`config.mk`:
```
export PLATFORM = sky130hd
export DESIGN_NAME = bk_stream_accumulator
export DESIGN_NICKNAME = d
export VERILOG_FILES = /design/src/rtl/bk_stream_accumulator.sv
export SDC_FILE = /design/constraint.sdc
export NUM_CORES = 1
export LEC_CHECK = 0
export CAP_MARGIN = 40
export CORE_MARGIN = 10
export CORE_UTILIZATION = 45
export CTS_BUF_LIST = sky130_fd_sc_hd__clkbuf_4 sky130_fd_sc_hd__clkbuf_8 sky130_fd_sc_hd__clkbuf_16
export CTS_CLUSTER_SIZE = 28
export DETAILED_ROUTE_END_ITERATION = 10
export MAX_ROUTING_LAYER = met4
export PLACE_DENSITY = 0.69
export SYNTH_ARGS = -nofsm -noshare
export SYNTH_HDL_FRONTEND = slang
export SYNTH_HIERARCHICAL = 1
export SYNTH_SLANG_ARGS = --single-unit
```
`constraint.sdc`:
```
create_clock -name clk -period 5.6 [get_ports clk]
set_input_delay 0.84 -clock clk [delete_from_list [all_inputs] [get_ports clk]]
set_output_delay 0.84 -clock clk [all_outputs]
set_load 0.1 [all_outputs]
```
`src/rtl/bk_stream_accumulator.sv`:
```
// Packet accumulator: sums 32-bit beats per in_last-framed packet via a Brent-Kung adder; BK_ACC_SAT_EN saturates on carry.
// Latency: result valid from the edge that accepts the last beat; N-beat packet occupies N+1 cycles.
// Backpressure: in_ready drops while a result is held; the result stays stable until out_ready.

module brent_kung (
    input  logic [31:0] a,
    input  logic [31:0] b,
    output logic [31:0] sum
);
    // Level 0 holds bitwise generate/propagate; levels 1-5 are the up-sweep
    // (strides 1..16), levels 6-9 the down-sweep filling the remaining prefixes.
    wire [31:0] g_lvl [0:9];
    wire [31:0] p_lvl [0:9];

    assign g_lvl[0] = a & b;
    assign p_lvl[0] = a ^ b;

    genvar l, i;
    generate
        for (l = 0; l < 5; l++) begin : g_up
            for (i = 0; i < 32; i++) begin : g_bit
                if (((i + 1) % (2 ** (l + 1))) == 0) begin : g_node
                    assign g_lvl[l+1][i] = g_lvl[l][i] | (p_lvl[l][i] & g_lvl[l][i-(2**l)]);
                    assign p_lvl[l+1][i] = p_lvl[l][i] & p_lvl[l][i-(2**l)];
                end else begin : g_pass
                    assign g_lvl[l+1][i] = g_lvl[l][i];
                    assign p_lvl[l+1][i] = p_lvl[l][i];
                end
            end
        end

        for (l = 3; l >= 0; l--) begin : g_down
            for (i = 0; i < 32; i++) begin : g_bit
                if ((((i + 1) % (2 ** (l + 1))) == (2 ** l)) && (i >= (2 ** (l + 1)))) begin : g_node
                    assign g_lvl[9-l][i] = g_lvl[8-l][i] | (p_lvl[8-l][i] & g_lvl[8-l][i-(2**l)]);
                    assign p_lvl[9-l][i] = p_lvl[8-l][i] & p_lvl[8-l][i-(2**l)];
                end else begin : g_pass
                    assign g_lvl[9-l][i] = g_lvl[8-l][i];
                    assign p_lvl[9-l][i] = p_lvl[8-l][i];
                end
            end
        end

        // g_lvl[9][i] is the carry out of bits [i:0]; there is no carry-in.
        assign sum[0] = p_lvl[0][0];
        for (i = 1; i < 32; i++) begin : g_sum
            assign sum[i] = p_lvl[0][i] ^ g_lvl[9][i-1];
        end
    endgenerate
endmodule

module bk_stream_accumulator #(
    parameter int CNT_W = 8
) (
    input  logic             clk,
    input  logic             rst,
    input  logic             in_valid,
    output logic             in_ready,
    input  logic [31:0]      in_data,
    input  logic             in_last,
    output logic             out_valid,
    input  logic             out_ready,
    output logic [31:0]      out_data,
    output logic [CNT_W-1:0] out_count,
    output logic             out_ovf
);
    typedef enum logic [1:0] {
        IDLE  = 2'd0,
        ACCUM = 2'd1,
        HOLD  = 2'd2
    } state_t;

    state_t             state, state_nxt;
    logic [31:0]        acc, acc_nxt;
    logic [CNT_W-1:0]   cnt, cnt_nxt;
    logic               ovf, ovf_nxt;
    logic               out_valid_nxt;
    logic [31:0]        out_data_nxt;
    logic [CNT_W-1:0]   out_count_nxt;
    logic               out_ovf_nxt;

    logic [31:0]        add_a;
    logic [31:0]        add_sum;
    logic               carry;
    logic               beat;
    logic [31:0]        acc_add;

    assign in_ready = ~rst & (state != HOLD);
    assign beat     = in_valid & in_ready;

    // The first beat of a packet starts from zero rather than the stale total.
    assign add_a = (state == ACCUM) ? acc : 32'd0;

    brent_kung u_adder (
        .a   (add_a),
        .b   (in_data),
        .sum (add_sum)
    );

    assign carry = (add_a[31] & in_data[31]) | ((add_a[31] ^ in_data[31]) & ~add_sum[31]);

`ifdef BK_ACC_SAT_EN
    assign acc_add = carry ? 32'hFFFF_FFFF : add_sum;
`else
    assign acc_add = add_sum;
`endif

    always_comb begin
        state_nxt     = state;
        acc_nxt       = acc;
        cnt_nxt       = cnt;
        ovf_nxt       = ovf;
        out_valid_nxt = out_valid;
        out_data_nxt  = out_data;
        out_count_nxt = out_count;
        out_ovf_nxt   = out_ovf;

        case (state)
            IDLE: begin
                if (beat) begin
                    acc_nxt   = add_sum;
                    cnt_nxt   = CNT_W'(1);
                    ovf_nxt   = 1'b0;
                    state_nxt = in_last ? HOLD : ACCUM;
                end
            end
            ACCUM: begin
                if (beat) begin
                    acc_nxt   = acc_add;
                    cnt_nxt   = (&cnt) ? cnt : cnt + CNT_W'(1);
                    ovf_nxt   = ovf | carry;
                    state_nxt = in_last ? HOLD : ACCUM;
                end
            end
            HOLD: begin
                if (out_ready) begin
                    state_nxt     = IDLE;
                    acc_nxt       = 32'd0;
                    cnt_nxt       = '0;
                    ovf_nxt       = 1'b0;
                    out_valid_nxt = 1'b0;
                    out_data_nxt  = 32'd0;
                    out_count_nxt = '0;
                    out_ovf_nxt   = 1'b0;
                end
            end
            default: begin
                state_nxt = IDLE;
            end
        endcase

        // Result registers load on the same edge that accepts the last beat.
        if ((state != HOLD) && (state_nxt == HOLD)) begin
            out_valid_nxt = 1'b1;
            out_data_nxt  = acc_nxt;
            out_count_nxt = cnt_nxt;
            out_ovf_nxt   = ovf_nxt;
        end
    end

    always_ff @(posedge clk or posedge rst) begin
        if (rst) begin
            state     <= IDLE;
            acc       <= 32'd0;
            cnt       <= '0;
            ovf       <= 1'b0;
            out_valid <= 1'b0;
            out_data  <= 32'd0;
            out_count <= '0;
            out_ovf   <= 1'b0;
        end else begin
            state     <= state_nxt;
            acc       <= acc_nxt;
            cnt       <= cnt_nxt;
            ovf       <= ovf_nxt;
            out_valid <= out_valid_nxt;
            out_data  <= out_data_nxt;
            out_count <= out_count_nxt;
            out_ovf   <= out_ovf_nxt;
        end
    end
endmodule

```
# [Word level (Yosys, flattened, before mapping)]
# Index checks and enable logic that the tools add are counted.
[classes] addsub=1 multipliers=0 div=0 magnitude_cmp=0 n_eq_ne=4 n_shift=0 mux=27 bitwise_logic=168 n_reduce_logical=7
[ops] operator="2-to-1 mux 32 bit" count=6
[ops] operator="bitwise AND 1 bit" count=78
[ops] operator="one-hot mux 32 bit (2 select lines)" count=1
[ops] operator="2-to-1 mux 8 bit" count=7
[ops] operator="bitwise OR 1 bit" count=54
[ops] operator="bitwise XOR 1 bit" count=32
[ops] operator="bitwise XOR 32 bit" count=1
[ops] operator="bitwise AND 31 bit" count=1
[ops] operator="one-hot mux 8 bit (3 select lines)" count=1
[ops] operator="adder 8 x 1 -> 8 bit, second input constant" count=1
[ops] operator="AND reduction 8 bit" count=1
[ops] operator="2-to-1 mux 1 bit" count=7
[ops] operator="2-to-1 mux 2 bit" count=3
[ops] operator="equality test 2 bit, second input constant" count=2
[ops] operator="one-hot mux 2 bit (2 select lines)" count=1
[ops] operator="nonzero test 2 bit" count=2
[ops] operator="one-hot mux 1 bit (3 select lines)" count=1
[ops] operator="equality test 2 x 1 -> 1 bit, second input constant" count=1
[ops] operator="zero test 2 bit" count=1
[ops] operator="inequality test 2 bit, second input constant" count=1
[ops] operator="NOT 1 bit" count=2
[ops] operator="AND reduction 2 bit" count=1
[ops] operator="OR reduction 2 bit" count=1
[ops] operator="logical AND 1 bit" count=1
[totals] ff_bits=85 latch_bits=0 mem_bits_rw=0 romBits=0 input_bits=37 output_inout_bits=43 elab_cells=215 mem_count=0

# [Longest topological paths before layout]
# Gate-level depths: netlist of the first run.
[depth] ltp_word=27 ltp_mapped=18

# [Hierarchy]
# Netlist of the first run, hierarchy kept.
[by_module_without_submodules] module="bk_stream_accumulator" instances=1 cells_per_inst=300 area_each_um2=3624.7 seq_area_each_um2=2127.0
[by_module_without_submodules] module="brent_kung" instances=1 cells_per_inst=147 area_each_um2=1336.3 seq_area_each_um2=0.0

# [Worst setup path after synthesis of the first run]
# OpenSTA, ideal clock, no wires.
[synth_path] path_type="reg2reg" start="register state[1]" end="register out_ovf" setup_ns=0.122 t_arrival_ns=3.514 path_slack_ns=1.964 path_stages_with_launch=18 synth_period_minus_slack_ns=3.636 cell_sequence="dfrtp_1 clkbuf_1 nor2b_1 clkbuf_1 and2_1 ha_1 a21oi_1 o21ai_1 or3_4 a2bb2oi_2 o21ai_4 o31ai_4 fa_1 xnor2_1 nor2b_1 o21ai_1 a21oi_1 a22o_1"
[synth_via] word_cells_on_any_way=111 classes_between="4 x eq/ne; 8 x mux; 93 x bitwise; 6 x reduce/logical"
[synth_lines] item="start, declared" line_no="73" text="state_t state, state_nxt;"
[synth_lines] item="start signal, assigned" line_no="172" text="state <= state_nxt;"
[synth_lines] item="equality test 2 x 1 -> 1 bit (*)" line_no="92" text="assign add_a = (state == ACCUM) ? acc : 32'd0;"
[synth_lines] item="2-to-1 mux 32 bit (*)" line_no="92"
[synth_lines] item="net add_a[21]" line_no="82" text="logic [31:0] add_a;"
[synth_lines] item="bitwise XOR 32 bit" line_no="16" text="assign p_lvl[0] = a ^ b;"
[synth_lines] item="bitwise AND 1 bit" line_no="23" text="assign g_lvl[l+1][i] = g_lvl[l][i] | (p_lvl[l][i] & g_lvl[l][i-(2**l)]);"
[synth_lines] item="bitwise OR 1 bit" line_no="23"
[synth_lines] item="bitwise AND 1 bit" line_no="23"
[synth_lines] item="bitwise OR 1 bit (2 in series)" line_no="23"
[synth_lines] item="(+8 left out)"
[synth_lines] item="net acc_add[31]" line_no="86" text="logic [31:0] acc_add;"
[synth_lines] item="NOT 1 bit (*)" line_no="100" text="assign carry = (add_a[31] & in_data[31]) | ((add_a[31] ^ in_data[31]) & ~add_sum[31]);"
[synth_lines] item="bitwise AND 1 bit (*)" line_no="100"
[synth_lines] item="bitwise OR 1 bit (*)" line_no="100"
[synth_lines] item="bitwise OR 1 bit (*)" line_no="131" text="ovf_nxt = ovf | carry;"
[synth_lines] item="2-to-1 mux 1 bit (*)" line_no="128" text="if (beat) begin"
[synth_lines] item="one-hot mux 1 bit (3 select lines) (*)" line_no="118" text="case (state)"
[synth_lines] item="net ovf_nxt" line_no="76" text="logic ovf, ovf_nxt;"
[synth_lines] item="2-to-1 mux 1 bit (*)" line_no="153" text="if ((state != HOLD) && (state_nxt == HOLD)) begin"
[synth_lines] item="end signal, assigned" line_no="179" text="out_ovf <= out_ovf_nxt;"
[synth_lines] item="end, declared" line_no="65" text="output logic out_ovf"
# The timed path passes the listed nets; every way through them passes the cells marked *.
# A chain may end at the register's enable or synchronous reset.

# [Worst setup path in the final report of the first run]
[layout_path] start="register state[0]" end="register out_ovf"
# Same word-level chain as after synthesis.

==> results of run 1 <==
worst paths after layout:
check | start | slack [ns] | to
min in group asynchronous | rst | 1.01 | out_count[4]
worst min-delay path | acc[29] | 0.49 | acc[29]
worst max-delay path | state[0] | 1.25 | out_ovf
worst max register to register | state[0] | 1.25 | out_ovf
max in group asynchronous | rst | 3.84 | out_data[29]
worst min register to register | acc[29] | 0.49 | acc[29]
logic make-up (layout without fill, tap and decap cells):
group           after synthesis  after routing  synth area share [%]
flops                        85             85                 42.88
mux                           6              6                 1.236
simple gates                118            118                 13.72
fa+ha+maj                    47             47                 14.27
xor+xnor                     17             17                 3.001
compound gates              129            129                 21.36
buf+inv                      45            170                 3.531
final cells by class:
| type | instances | area, um^2 |
|---|---|---|
| Fill cell | 839 | 3911 |
| Tap cell | 140 | 175.2 |
| Sequential cell | 85 | 2127 |
| Clock inverter | 4 | 73.82 |
| Clock buffer | 11 | 138.9 |
| Inverter | 25 | 95.09 |
| Multi-Input combinational cell | 317 | 2678 |
| Timing Repair Buffer | 130 | 1594 |
per-stage QoR:
stage          hold slack (ns)  setup WS [ns]  power [uW]  std cells  util (%)
4_1_cts                 0.5002          1.210        3296        712     63.76
2_1_floorplan           0.4579          1.964        2087        447         -
5_1_grt                 0.5116         0.9504        3428        712     63.76
6_report                0.4940          1.249        3272        712     63.76
3_5_place_dp            0.4739          1.206        2806        697     61.79
3_3_place_gp            0.4669          1.359        2453        650     54.63
sequential cells by signal, summed over array words and instances (netlist names):
register,flops
out_count,8
cnt,8
ovf,1
out_data,32
out_ovf,1
out_valid,1
state,2
acc,32
Yosys cell counts, drive strengths merged (4+ instances only):
cell type  count
dfrtp         85
a22o          67
and2          34
ha            31
inv           25
nand2         22
a21oi         18
fa            16
clkbuf        15
nor2          15
nand2b        10
o21ai         10
xor2           9
nor3           8
xnor2          8
nand3          7
a211oi         5
a21o           5
buf            5
mux2i          5
a31oi          4
nor2b          4
o31ai          4
metal layers:
layer | global-route usage [%] | wire, um | part of all wire [%]
met5 | - | 0 | 0
met2 | 25.55 | 6016 | 48
met3 | 3.591 | 634 | 5.1
met1 | 21.11 | 5649 | 45
met4 | 4.878 | 201 | 1.6
power by group:
| part | leakage, uW | internal, uW | switching, uW |
|---|---|---|---|
| Sequential | 0.00109 | 798 | 116 |
| Combinational | 0.00197 | 745 | 1130 |
| Clock | 0.000110 | 259 | 222 |
| Total | 0.00316 | 1800 | 1470 |
==> results.cfg, run 1 <==
[clock_tree]
post_cts_buffers = 0
cts_resized = 0
hold_buffers = 0
clockBufferDepth = 2
clk_pin_slew_ns = 0.08
cts_tree = built
clock_latency_ns = 0.37
h-tree-depth = 3
root_buffer = clkbuf_8
numCtsBuffers = 9
cts.sinks = 85

[critical_path]
reg2regPathDepth = 16
cp-end-kind = flip-flop
worstSetupPathType = flip-flop to flip-flop
max_stage_delay_ns = 0.66
start_kind = flip-flop
cp_cell_sequence = nor2b_2 > buf_4 > and2_1 > ha_1 > a21oi_1 > o21ai_1 > or3_4 > a2bb2oi_2 > o21ai_4 > o31ai_4 > fa_1 > xnor2_1 > nor2b_1 > o21ai_1 > a21oi_1 > a22o_1
critPathTopFamily = simple AND/OR/NAND/NOR gates
worst_path_max_delay_cell = nor2b_2
cp.required_ns = 5.86
crit_fanout = 19
path_depth = 16
timing.critical_path.arrival_ns = 4.61
cp_num_buf_inv = 1

[die]
die_w_um = 125.0
initial_core_util_pct = 45.97
core.rowCount = 38
die_area_mm2 = 0.01562
die_y_um = 125.0
pin_count = 80
core-area_mm2 = 0.01079

[sta]
rsz0062_at_grt = no
finalMaxSlewViolations = 0
hold_violations = 0
setup_viol = 0
clock.fmax_mhz = 229.8
maxSlewHeadroom_pct = 55.66
period_needed_ns = 4.351
skew_ns = 0.01464
tightest_slew_ns = 0.6621
period_share_pct = 77.70
fin_setup_tns_ns = 0

[detailed_routing]
antenna_left = 0
drc = 0
viasPerCell = 5.566
drt_iter0_markers = 210
drt-total-wl_um = 12500
drt-wirelength-per-cell_um = 17.56
vias = 3963
first_pass_iters = 5

[pwr]
peakVddDrop_mv = 0.3819
p_leak_uw = 0.003162
p_per_area_mw_per_mm2 = 475.5

[synthesis]
ys_seq_area_share_pct = 42.88
synth_cell_type_count = 59
synth.top_cell.area_share_pct = 42.88
synth_area_per_cell_um2 = 11.10
ys_ff_latch = 85
synth_edf_count = 0
syn-instance-count = 447
synthTopCellsByArea = dfrtp_1, a22o_1, ha_1
synth.largest_area_cell = dfrtp_1
syn_nets = 531
syn_area_mm2 = 0.004961
ys.flop_type = dfrtp_1
async_reset_ff_share_pct = 100.0
yosysWarnings = 6

[finish]
drive_above_1_share_pct = 15.56
area_growth_pct = 38.71
num_antenna_cells = 0
nets = 652
final_common_cell = dfrtp_1
fin_area_mm2 = 0.006882
final_cell_mix = dfrtp_1, clkdlybuf4s50_1, a22o_1

[status]
outcome = completed

[flow_run]
maxCapViolCount = 0

[hold_path]
whs_path_depth = 1
hold_class = flip-flop to flip-flop

[placed_design]
dp_hpwl_um = 9384
port_buffers = 79
gp_congestion = 0.9350
post_dp_cell_area_mm2 = 0.006669

[grt]
antenna_found_initial = 0
grt_overflow = 0
grt_pass1_vias = 4196
grt_pass1_wl_um = 21070
grt_max_degree = 33
globalRouteTotalUtil_pct = 16.45
Power figures use the tool's default switching activity.
==> run 2, diff against run 1 <==
==> constraint.sdc (replaced) <==
create_clock -name clk -period 4.1 [get_ports clk]
set_input_delay 0.615 -clock clk [delete_from_list [all_inputs] [get_ports clk]]
set_output_delay 0.615 -clock clk [all_outputs]
set_load 0.1 [all_outputs]
==> run 2 against run 1 <==
Clock power is 35% higher. Via count is 0.50% lower. Utilization is 0.24 points lower. Worst hold slack worse by 0.0095 ns. Count of clock-buffer cells in the layout is 1 lower. Final cell count stayed put. Worst setup slack worse by 0.93 ns. Clock skew is 0.0057 ns lower. Total power is 37% higher. First-iteration DRC count is 23% higher.
==> results.cfg, run 2 (synthesis results as in run 1) <==
[critical_path]
cp.required_ns = 4.34
worstSetupPathType = flip-flop to flip-flop
max_stage_delay_ns = 0.41
r2r_end = out_ovf
critPathTopFamily = compound AO/OA/AOI/OAI gates
ff2ff_setup_slack_ns = 0.32
cp_num_buf_inv = 1
cp-end-kind = flip-flop
rr_startpoint = state[1]
worst_path_max_delay_cell = fa_1
start_kind = flip-flop
reg2regPathDepth = 16
crit_fanout = 14
timing.critical_path.arrival_ns = 4.02
cp_cell_sequence = nor2b_2 > buf_4 > and2_1 > ha_1 > a21o_1 > nand2b_1 > o21ai_2 > o211ai_4 > o21ai_4 > o31ai_4 > fa_1 > xnor2_1 > nor2b_1 > o21ai_1 > a21oi_1 > a22o_1

[finish]
final_common_cell = dfrtp_1
area_growth_pct = 38.18
final_cell_mix = dfrtp_1, clkdlybuf4s50_1, a22o_1
top_regs = acc x32, out_data x32
drive_above_1_share_pct = 15.73
fin_cells = 712
num_antenna_cells = 0
nets = 653

[flow_run]
maxCapViolCount = 0

[die]
pin_count = 80
die_area_mm2 = 0.01562
initial_core_util_pct = 45.97
die_y_um = 125.0
core-area_mm2 = 0.01079
die_w_um = 125.0
core.rowCount = 38

[sta]
fin_setup_tns_ns = 0
setup_viol = 0
hold_violations = 0
rsz0062_at_grt = no
tightest_slew_ns = 0.8398
finalMaxSlewViolations = 0
clock.fmax_mhz = 264.5
period_share_pct = 92.20
maxSlewHeadroom_pct = 43.95
skew_ns = 0.008895
period_needed_ns = 3.780

[clock_tree]
clock_latency_ns = 0.35
cts_resized = 0
clockBufferDepth = 2
cts_tree = built
cts.sinks = 85
clk_pin_slew_ns = 0.08
hold_buffers = 0
numCtsBuffers = 9
h-tree-depth = 3
post_cts_buffers = 0
root_buffer = clkbuf_8

[detailed_routing]
drt-total-wl_um = 12600
viasPerCell = 5.538
vias = 3943
drt-wirelength-per-cell_um = 17.70
drt_iter0_markers = 259
antenna_left = 0
drc = 0
first_pass_iters = 4

[grt]
antenna_found_initial = 0
grt_overflow = 0
globalRouteTotalUtil_pct = 16.60
grt_pass1_wl_um = 21260
grt_max_degree = 42
grt_pass1_vias = 4221

[pwr]
peakVddDrop_mv = 0.5050
p_leak_uw = 0.003157
internal_power_uw = 2476
power.share.clock_pct = 14.5
power_frac_seq_pct = 27.8
swShare_pct = 44.75
combPwrFrac_pct = 57.8
p_per_area_mw_per_mm2 = 653.7
p_sw_uw = 2005

[hold_path]
holdPathEnd = out_count[1]
hold_class = flip-flop to flip-flop
hp-start = out_count[1]
whs_path_depth = 1

[placed_design]
gp_congestion = 0.9059
dp_hpwl_um = 9184
port_buffers = 79
placed_cells = 698

[status]
outcome = completed
run 2: layout make-up:
| class | count | area (um^2) |
|---|---|---|
| Timing Repair Buffer | 131 | 1569 |
| Inverter | 25 | 95.09 |
| Sequential cell | 85 | 2127 |
| Multi-Input combinational cell | 317 | 2678 |
| Tap cell | 140 | 175.2 |
| Clock buffer | 10 | 137.6 |
| Clock inverter | 4 | 73.82 |
| Fill cell | 838 | 3938 |
run 2: worst max-delay path by stage:
stage	from	end	slack (ns)	cells after the start
floorplan	state[1]	out_ovf	0.46	17
global placement	in_data[0]	out_ovf	0.28	16
detailed placement	in_data[0]	out_ovf	0.24	16
CTS	state[1]	out_ovf	0.33	16
global route	state[1]	out_ovf	0.05	16
finish	state[1]	out_ovf	0.32	16
run 2: per-layer routing:
metal  vias to the layer above  wire, um  global-route usage (%)
met4                         0       171                   5.285
met2                       110      6052                   25.83
met5                         -         0                       -
met1                      1956      5831                   21.61
met3                        12       549                   2.831
li1                       1865         -                       -
run 2: through the flow:
| step | hold WS, ns | instance area [um^2] | util (%) | total power (uW) | setup slack, ns |
|---|---|---|---|---|---|
| floorplan | 0.4579 | 4961 | - | 2850 | 0.4642 |
| global placement | 0.4641 | 5951 | 55.14 | 3354 | 0.2821 |
| detailed placement | 0.4693 | 6644 | 61.56 | 3851 | 0.2423 |
| CTS | 0.4887 | 6855 | 63.52 | 4520 | 0.3328 |
| global route | 0.5112 | 6855 | 63.52 | 4697 | 0.05067 |
| finish | 0.4845 | 6855 | 63.52 | 4481 | 0.3199 |
run 2: power groups by stage:
stage / Combinational, uW / Clock [uW] / Sequential [uW]
finish: 2590 / 648 / 1240
global route: 2730 / 690 / 1270
CTS: 2610 / 668 / 1240
detailed placement: 2600 / 0 / 1250
global placement: 2110 / 0 / 1250
floorplan: 715 / 0 / 2140
run 2: worst reg2reg max path: stages (launching register included):
cell	delay, ns
dfrtp_1	0.40
nor2b_2	0.32
buf_4	0.27
and2_1	0.15
ha_1	0.27
a21o_1	0.21
nand2b_1	0.15
o21ai_2	0.25
o211ai_4	0.18
o21ai_4	0.23
o31ai_4	0.10
fa_1	0.41
xnor2_1	0.26
nor2b_1	0.08
o21ai_1	0.12
a21oi_1	0.10
a22o_1	0.21
